==> src/rtl/fsm_crossing_ctrl.sv <==
// ---------------------------------------------------------------------------
// fsm_crossing_ctrl
//   Pelican-crossing phase sequencer. Drives an external period timer
//   (START / RESET, consumes READY) and builds every phase duration out of
//   whole timer periods ("ticks"). Latches pedestrian requests and decodes
//   the traffic and pedestrian lamps from the current phase.
//
// Parameters
//   G_TICKS   minimum GREEN duration in ticks (>=1)
//   A_TICKS   AMBER duration in ticks (>=1)
//   W_TICKS   RED+WALK duration in ticks (>=1)
//   RA_TICKS  RED+AMBER duration in ticks (>=1)
//
// Ports
//   CLK        in   single clock, rising edge
//   RESET      in   asynchronous, active-high reset
//   REQ        in   pedestrian button, level sampled every cycle
//   TMR_READY  in   timer READY
//   TMR_START  out  timer START (high only while arming the timer)
//   TMR_RESET  out  timer RESET (high only while clearing the timer)
//   GREEN_L    out  traffic green lamp
//   AMBER_L    out  traffic amber lamp
//   RED_L      out  traffic red lamp
//   WALK       out  pedestrian green
//   WAIT       out  request-pending indicator
// ---------------------------------------------------------------------------
module fsm_crossing_ctrl #(
    parameter int G_TICKS  = 2,
    parameter int A_TICKS  = 1,
    parameter int W_TICKS  = 3,
    parameter int RA_TICKS = 1
) (
    input  logic CLK,
    input  logic RESET,
    input  logic REQ,
    input  logic TMR_READY,
    output logic TMR_START,
    output logic TMR_RESET,
    output logic GREEN_L,
    output logic AMBER_L,
    output logic RED_L,
    output logic WALK,
    output logic WAIT
);

    localparam int MAX_GA = (G_TICKS > A_TICKS) ? G_TICKS : A_TICKS;
    localparam int MAX_WR = (W_TICKS > RA_TICKS) ? W_TICKS : RA_TICKS;
    localparam int MAX_T  = (MAX_GA > MAX_WR) ? MAX_GA : MAX_WR;
    localparam int TW     = $clog2(MAX_T + 1);

    typedef enum logic [1:0] {
        PH_GREEN     = 2'd0,
        PH_AMBER     = 2'd1,
        PH_WALKP     = 2'd2,
        PH_RED_AMBER = 2'd3
    } phase_t;

    typedef enum logic [1:0] {
        SUB_ARM   = 2'd0,
        SUB_RUN   = 2'd1,
        SUB_CLEAR = 2'd2,
        SUB_HOLD  = 2'd3
    } sub_t;

    phase_t          phase_q, phase_d;
    sub_t            sub_q, sub_d;
    logic [TW-1:0]   ticks_q, ticks_d, ticks_inc;
    logic            first_q, first_d;
    logic            req_pend_q, req_pend_d;
    logic            req_any;
    logic            enter_walk;

    function automatic logic [TW-1:0] phase_limit(input phase_t p);
        case (p)
            PH_GREEN:  phase_limit = TW'(G_TICKS);
            PH_AMBER:  phase_limit = TW'(A_TICKS);
            PH_WALKP:  phase_limit = TW'(W_TICKS);
            default:   phase_limit = TW'(RA_TICKS);
        endcase
    endfunction

    function automatic phase_t next_phase(input phase_t p);
        case (p)
            PH_GREEN:  next_phase = PH_AMBER;
            PH_AMBER:  next_phase = PH_WALKP;
            PH_WALKP:  next_phase = PH_RED_AMBER;
            default:   next_phase = PH_GREEN;
        endcase
    endfunction

    // The CLEAR held during reset only zeroes the timer; it is not a tick.
    assign ticks_inc = first_q ? ticks_q : ticks_q + TW'(1);
    assign req_any   = req_pend_q | REQ;

    always_ff @(posedge CLK or posedge RESET) begin
        if (RESET) begin
            phase_q    <= PH_GREEN;
            sub_q      <= SUB_CLEAR;
            ticks_q    <= '0;
            first_q    <= 1'b1;
            req_pend_q <= 1'b0;
        end else begin
            phase_q    <= phase_d;
            sub_q      <= sub_d;
            ticks_q    <= ticks_d;
            first_q    <= first_d;
            req_pend_q <= req_pend_d;
        end
    end

    always_comb begin
        phase_d = phase_q;
        sub_d   = sub_q;
        ticks_d = ticks_q;
        first_d = first_q;

        case (sub_q)
            SUB_ARM: sub_d = SUB_RUN;

            SUB_RUN: if (TMR_READY) sub_d = SUB_CLEAR;

            SUB_CLEAR: begin
                first_d = 1'b0;
                if (ticks_inc < phase_limit(phase_q)) begin
                    sub_d   = SUB_ARM;
                    ticks_d = ticks_inc;
                end else if (phase_q == PH_GREEN) begin
                    if (req_any) begin
                        phase_d = PH_AMBER;
                        sub_d   = SUB_ARM;
                        ticks_d = '0;
                    end else begin
                        // Minimum green served; park with the timer idle.
                        sub_d   = SUB_HOLD;
                        ticks_d = ticks_inc;
                    end
                end else begin
                    phase_d = next_phase(phase_q);
                    sub_d   = SUB_ARM;
                    ticks_d = '0;
                end
            end

            SUB_HOLD: begin
                if (req_any) begin
                    phase_d = PH_AMBER;
                    sub_d   = SUB_ARM;
                    ticks_d = '0;
                end
            end

            default: sub_d = SUB_CLEAR;
        endcase
    end

    // A request arriving on the very cycle WALK starts stays pending (set wins).
    assign enter_walk = (phase_d == PH_WALKP) && (phase_q != PH_WALKP);
    assign req_pend_d = (req_pend_q & ~enter_walk) | REQ;

    assign TMR_START = (sub_q == SUB_ARM);
    assign TMR_RESET = (sub_q == SUB_CLEAR);
    assign GREEN_L   = (phase_q == PH_GREEN);
    assign AMBER_L   = (phase_q == PH_AMBER) || (phase_q == PH_RED_AMBER);
    assign RED_L     = (phase_q == PH_WALKP) || (phase_q == PH_RED_AMBER);
    assign WALK      = (phase_q == PH_WALKP);
    assign WAIT      = req_pend_q;

endmodule

==> config.mk <==
export PLATFORM = sky130hd
export DESIGN_NAME = fsm_crossing_ctrl
export DESIGN_NICKNAME = d
export VERILOG_FILES = /design/src/rtl/fsm_crossing_ctrl.sv
export SDC_FILE = /design/constraint.sdc
export NUM_CORES = 1
export LEC_CHECK = 0
export BUFFER_PORTS_ARGS = -buffer_cell sky130_fd_sc_hd__buf_2
export CORE_AREA = 10 10 47 49
export CTS_BUF_LIST = sky130_fd_sc_hd__clkbuf_4 sky130_fd_sc_hd__clkbuf_8
export CTS_CLUSTER_SIZE = 40
export DETAILED_ROUTE_END_ITERATION = 10
export DIE_AREA = 0 0 57 59
export HOLD_SLACK_MARGIN = 0.15
export PLACE_DENSITY = 0.65
export SYNTH_ARGS = -nofsm -noshare
export SYNTH_HDL_FRONTEND = slang
export SYNTH_SLANG_ARGS = --single-unit
==> constraint.sdc <==
create_clock -name CLK -period 2.3 [get_ports CLK]
set_input_delay 0.115 -clock CLK [delete_from_list [all_inputs] [get_ports CLK]]
set_output_delay 0.115 -clock CLK [all_outputs]
set_load 0.005 [all_outputs]
==> results of run 1 <==
## state kept, by name (all words and copies together) (netlist names)
register,count
phase_q,2
sub_q,2
ticks_q,2
WAIT,1
first_q,1
## cells in the mapped netlist, drive strengths merged
| library cell | count |
|---|---|
| nor2 | 7 |
| nand3 | 1 |
| mux2i | 1 |
| o21ai | 4 |
| a21oi | 2 |
| a22o | 1 |
| or2 | 2 |
| dfstp | 2 |
| dfrtp | 6 |
| nand4 | 2 |
| xnor2 | 1 |
| inv | 8 |
| nor2b | 2 |
| ha | 5 |
| buf | 2 |
| a22oi | 1 |
| xor2 | 1 |
| a31oi | 3 |
| a32o | 2 |
| nand2 | 6 |
## worst max path at each step
stage / startpoint / endpoint / slack (ns) / depth (start not counted)
after global routing: phase_q[0]$_DFF_PP0_ / WAIT$_DFF_PP0_ / 0.09 / 9
after floorplan: phase_q[0]$_DFF_PP0_ / WAIT$_DFF_PP0_ / 0.45 / 9
after CTS: phase_q[0]$_DFF_PP0_ / WAIT$_DFF_PP0_ / 0.24 / 9
final: phase_q[0]$_DFF_PP0_ / WAIT$_DFF_PP0_ / 0.25 / 9
after global placement: phase_q[0]$_DFF_PP0_ / WAIT$_DFF_PP0_ / 0.28 / 9
after detailed placement: phase_q[0]$_DFF_PP0_ / WAIT$_DFF_PP0_ / 0.26 / 9
## routing by layer
layer / vias up / GRT usage, % / part of all wire (%)
li1: 226 / - / -
met1: 195 / 6.122 / 49
met2: 5 / 9.612 / 47
met3: 0 / 2.361 / 4.3
met4: 0 / 4.027 / 0
met5: - / 0 / 0
## report_power, final
| part | internal, mW | total [mW] | switching (mW) |
|---|---|---|---|
| clock | 0.0779 | 0.121 | 0.0434 |
| combinational | 0.167 | 0.387 | 0.220 |
| sequential | 0.187 | 0.236 | 0.0489 |
## final cells by class
class | count | area [um2]
clock buffer | 4 | 30.03
tap | 16 | 20.02
fill | 137 | 774.5
timing repair buffer | 11 | 60.06
sequential | 8 | 202.7
inverter | 8 | 30.03
multi-input combinational | 41 | 284.0
## tightest hold or removal path, cell delays in order
cell	delay [ns]
buf_2	0.09
nor2_1	0.05
a31oi_2	0.17
## cell families after synthesis
| logic type | after synthesis | synth area share (%) |
|---|---|---|
| AOI/OAI and AO/OA | 13 | 19.48 |
| xor gates and xnor gates | 2 | 3.326 |
| adders and majority gates | 5 | 11.88 |
| buffers and inverters | 10 | 7.601 |
| DFF | 8 | 38.48 |
| muxes | 1 | 1.900 |
| and+or+nand+nor | 20 | 17.34 |
==> metrics.md, run 1 <==
| Metric | Value |
|---|---|
| Outcome | finished, final reports clean |
| CP peak stage delay | 0.41 ns |
| Initial antenna violation count | 0 |
| Setup_tns | 0 ns |
| Layout cells sized above 1 | 27.78% |
| Pwr/cell area | 1187 nW/um2 |
| Reg2reg path depth | 9 |
| Num rows | 14 |
| Nets@finish | 82 |
| Worst-path clk slew | 0.05 ns |
| Routed via count | 426 |
| Area post-placement | 586.8 um2 |
| Post-CTS Setup Repair Bufs | 0 |
| Vias in the first global route | 399 |
| Post-Synthesis Cell Area | 526.8 um2 |
| Worst slew pin tran | 0.4218 ns |
| Die Y | 59 um |
| Drt initial violations | 16 |
| Max Clock Freq | 0.4877 GHz |
| CP top delay family | adder cells |
| Required @ worst endpoint | 2.46 ns |
| Per-cell routed wire length | 11.50 um |
| Hold Crit Start | REQ |
| Starting Density | 37.59% |
| Synth top area share | 28.50% |
| Num CTS Buffers | 3 |
| CTS max path bufs | 2 |
| Syn Area/Cell | 8.928 um2 |
| Worst skew pair latency | 0.24 ns |
| Fin util | 44.73% |
| R2R Path Start | phase_q[0]$_DFF_PP0_ |
| DRT antenna net count | 0 |
| R2R Setup Slk | 0.25 ns |
| Buffers on Ports | 10 |
| Setup crit start kind | flip-flop |
| CP Cell Sequence | inv_1, ha_1, nor2_1, ha_1, nor2_1, a21oi_4, mux2i_1, a22o_1, a31oi_2 |
| Post-DP HPWL | 830.7 um |
| Largest cells by area after synthesis | dfrtp_1 (29%), ha_1 (12%), dfstp_2 (10%) |
| Unique masters post-synth | 23 |
| Area Growth Syn to Fin | 19.00% |
| First-pass iteration count of the detailed router | 4 |
| Total power | 0.7442 mW |
| Syn Inst Count | 59 |
| DR vias/cell | 4.841 |
| Seq/Total Area, Yosys | 38.48% |
| Sink Count | 8 |
| Ant diodes | 0 |
| DRC errors left | 0 |
| LEAKAGE | 0.3043 nW |
| Final non-filler cell area | 626.9 um2 |
| Max_cap viols | 0 |
| Commonest non-fill, non-tap cell in the layout | buf_2 |
| CTS resizes | 0 |
| Register bit total from synthesis | 8 |
| Fin cells | 88 |
| TritonCTS clock tree | yes |
| Synth Warn # | 0 |
| Synth area leader | dfrtp_1 |
| DP Cell Count | 83 |
| Hold Crit Class | input pin to flip-flop |
| Final WL | 1012 um |
| CTS H-tree depth | 1 |
| Relative slew margins | 71.82% |
| Largest net degree at the start of global routing | 10 |
| Final period util | 89.16% |
| Fin crit period | 2.051 ns |
| Worst Path Buf+Inv | 1 |
| R2R Path End | WAIT$_DFF_PP0_ |
| Syn nets | 68 |
| Peak supply drop | 0.6460 mV |
| Endpoints failing setup | 0 |
| Worst Path Arrival | 2.22 ns |
| Pre-CTS WS | 0.2591 ns |
| First-pass GRT wire length | 1593 um |
| Slew Limit Fails | 0 |
| RSZ-0062 raised after global routing | no |
| CP Max Fanout | 6 |
| Slowest library cell on the worst path | dfrtp_1 |
| I/O Pins | 11 |
| Number of hold buffers added after cts | 1 |
| Post-route setup slack | 0.2494 ns |
| Hold endpoint | WAIT$_DFF_PP0_ |
| Clock skew | 0.001209 ns |
| Tot GR Track Use | 5.900% |
| Hold Crit Depth | 3 |
| Die Wd | 57 um |
| Hold slack | 0.2152 ns |
| Overflow after GRT | 0 |
| Setup CP Type | flip-flop to flip-flop |
| Die ar. | 3363 um2 |
| Most frequent cells in the layout | buf_2 (10), inv_1 (8), nor2_1 (7) |
| CTS Root Buffer Type | clkbuf_4 |
| Gpl congestion | 0.7757 |
| Worst setup EP type | flip-flop |
| Core Area | 1401 um2 |
| Final hold violation count | 0 |
(Power assumes the default switching activity.)
==> inputs of run 2 (changes only) <==
Settings changed: REMOVE_ABC_BUFFERS set to 1.
==> run 2 against run 1 <==
Effect of this change:
- combinational power is essentially flat
- worst hold slack got worse by 0.026 ns
- clock skew is 0.010 ns higher
- sequential share of layout area shrank 0.38 points
- critical path depth stayed put
- via count down 0.94%
- setup slack improved by 0.060 ns
- clock power rose by 4%
- final area is 1.2% higher
- global-route usage up 0.47 points
- flip-flop and latch count did not move
- critical path type unchanged
- largest power group unchanged
==> metrics.md, run 2 (synthesis gave the netlist of run 1 again) <==
| Metric | Value |
|---|---|
| Hold Crit Class | input pin to flip-flop (unchanged) |
| Pwr/cell area | 1175 nW/um2 (was 1187 nW/um2) |
| RSZ-0062 raised after global routing | no (unchanged) |
| First-pass GRT wire length | 1725 um (was 1593 um) |
| Setup CP Type | flip-flop to flip-flop (unchanged) |
| Relative slew margins | 72.65% (was 71.82%) |
| Worst skew pair latency | 0.26 ns (was 0.24 ns) |
| Final hold violation count | 0 (unchanged) |
| CP Cell Sequence | inv_1, ha_1, nor2_1, ha_1, nor2_1, a21oi_4, mux2i_1, a22o_1, a31oi_2 (unchanged) |
| Num rows | 14 (unchanged) |
| Per-cell routed wire length | 11.30 um (was 11.50 um) |
| Leading registers by flop count | phase_q x2, sub_q x2, ticks_q x2 (unchanged) |
| Slowest library cell on the worst path | dfrtp_1 (unchanged) |
| Num CTS Buffers | 3 (unchanged) |
| Post-DP HPWL | 827.5 um (was 830.7 um) |
| CP peak stage delay | 0.41 ns (about the same) |
| Nets@finish | 83 (was 82) |
| Max_cap viols | 0 (unchanged) |
| Layout cells sized above 1 | 28.77% (was 27.78%) |
| Die Wd | 57 um (unchanged) |
| Critical Path Start | phase_q[1]$_DFF_PP0_ (was phase_q[0]$_DFF_PP0_) |
| Vias in the first global route | 407 (was 399) |
| Die Y | 59 um (unchanged) |
| Most frequent cells in the layout | buf_2 (10), inv_1 (8), nor2_1 (7) (unchanged) |
| DRT antenna net count | 0 (unchanged) |
| DP Cell Count | 84 (was 83) |
| Post-CTS Setup Repair Bufs | 0 (unchanged) |
| CTS Root Buffer Type | clkbuf_4 (unchanged) |
| Required @ worst endpoint | 2.44 ns (was 2.46 ns) |
| R2R Path Start | phase_q[1]$_DFF_PP0_ (was phase_q[0]$_DFF_PP0_) |
| Starting Density | 37.59% (unchanged) |
| Worst slew pin tran | 0.4094 ns (was 0.4218 ns) |
| Drt initial violations | 3 (was 16) |
| Overflow after GRT | 0 (unchanged) |
| Post-route setup slack | 0.3093 ns (was 0.2494 ns) |
| Buffers on Ports | 10 (unchanged) |
| Slew Limit Fails | 0 (unchanged) |
| DR vias/cell | 4.742 (was 4.841) |
| CTS H-tree depth | 1 (unchanged) |
| Peak supply drop | 0.5125 mV (was 0.6460 mV) |
| Setup crit start kind | flip-flop (unchanged) |
| Commonest non-fill, non-tap cell in the layout | buf_2 (unchanged) |
| I/O Pins | 11 (unchanged) |
| Final WL | 1006 um (was 1012 um) |
| CP Max Fanout | 6 (unchanged) |
| Outcome | finished, final reports clean (unchanged) |
| Endpoints failing setup | 0 (unchanged) |
| CTS max path bufs | 2 (unchanged) |
| Final period util | 86.55% (was 89.16%) |
| Hold slack | 0.1894 ns (was 0.2152 ns) |
| Max Clock Freq | 0.5023 GHz (was 0.4877 GHz) |
| Fin crit period | 1.991 ns (was 2.051 ns) |
| Worst setup EP type | flip-flop (unchanged) |
| Clock skew | 0.01159 ns (was 0.001209 ns) |
| # fillers | 155 (was 137) |
| Initial antenna violation count | 0 (unchanged) |
| TritonCTS clock tree | yes (unchanged) |
| Worst Path Arrival | 2.13 ns (was 2.22 ns) |
| DRC errors left | 0 (unchanged) |
| Tot GR Track Use | 6.372% (was 5.900%) |
| Setup_tns | 0 ns (unchanged) |
| LEAKAGE | 0.3097 nW (was 0.3043 nW) |
| Area Growth Syn to Fin | 20.43% (was 19.00%) |
| Fin cells | 89 (was 88) |
| Gpl congestion | 0.7801 (was 0.7757) |
| Die ar. | 3363 um2 (unchanged) |
| Total power | 0.7453 mW (was 0.7442 mW) |
| Hold Crit Start | REQ (unchanged) |
| Worst-path clk slew | 0.06 ns (was 0.05 ns) |
| First-pass iteration count of the detailed router | 3 (was 4) |
| Largest net degree at the start of global routing | 10 (unchanged) |
| Routed via count | 422 (was 426) |
| Sink Count | 8 (unchanged) |
| Ant diodes | 0 (unchanged) |
| Pre-CTS WS | 0.3058 ns (was 0.2591 ns) |
| Core Area | 1401 um2 (unchanged) |
-- run 2: changes by cell type in the layout (fill, tap and decap cells not counted), sizes merged --
cell  delta
buf      +1
-- run 2: final cells by class --
cell class | instances | area, um2 | area share [%]
Inverter | 8 | 30.03 | 4.734
Clock buffer | 4 | 30.03 | 4.734
Tap cell | 16 | 20.02 | 3.156
Sequential cell | 8 | 202.7 | 31.95
Multi-Input combinational cell | 41 | 284.0 | 44.77
Timing Repair Buffer | 12 | 67.56 | 10.65
-- run 2: worst paths after layout --
| path | depth (start not counted) | slack [ns] | to |
|---|---|---|---|
| max in group asynchronous | 3 | 1.67 | first_q$_DFFE_PP1P_ |
| min in group asynchronous | 3 | 0.34 | sub_q[0]$_DFFE_PP0P_ |
| hold reg to reg | 2 | 0.51 | first_q$_DFFE_PP1P_ |
| setup reg to reg | 9 | 0.31 | WAIT$_DFF_PP0_ |
| setup / recovery | 9 | 0.31 | WAIT$_DFF_PP0_ |
| hold / removal | 3 | 0.19 | WAIT$_DFF_PP0_ |
-- run 2: timing repair --
item                                   in CTS  in global routing
resized for setup                           0                  0
hold buffers                                1                  0
endpoints found under the hold margin       8                  0
-- run 2: worst max-delay path, delay by kind of cell (launching register included) --
| family | cells | cell delay, ns |
|---|---|---|
| adders and majority gates | 2 | 0.55 |
| and+or+nand+nor | 2 | 0.16 |
| DFF | 1 | 0.41 |
| AOI/OAI and AO/OA | 3 | 0.43 |
| buffers and inverters | 1 | 0.11 |
| muxes | 1 | 0.21 |
-- run 2: power by group --
part           internal, mW  switching (mW)
sequential            0.187          0.0467
clock                0.0781          0.0477
combinational         0.170           0.216
-- run 2: per-layer routing --
| metal | track usage [%] | routed length [um] | vias up |
|---|---|---|---|
| li1 | - | - | 230 |
| met1 | 7.066 | 466 | 185 |
| met3 | 1.502 | 34 | 2 |
| met5 | 0 | 0 | - |
| met2 | 10.23 | 493 | 5 |
| met4 | 5.034 | 12 | 0 |
-- run 2: metrics by stage --
stage / utilization, % / area (um2)
floorplan: - / 516.7
global placement: 42.41 / 594.3
detailed placement: 42.41 / 594.3
CTS: 45.27 / 634.4
global route: 45.27 / 634.4
finish: 45.27 / 634.4
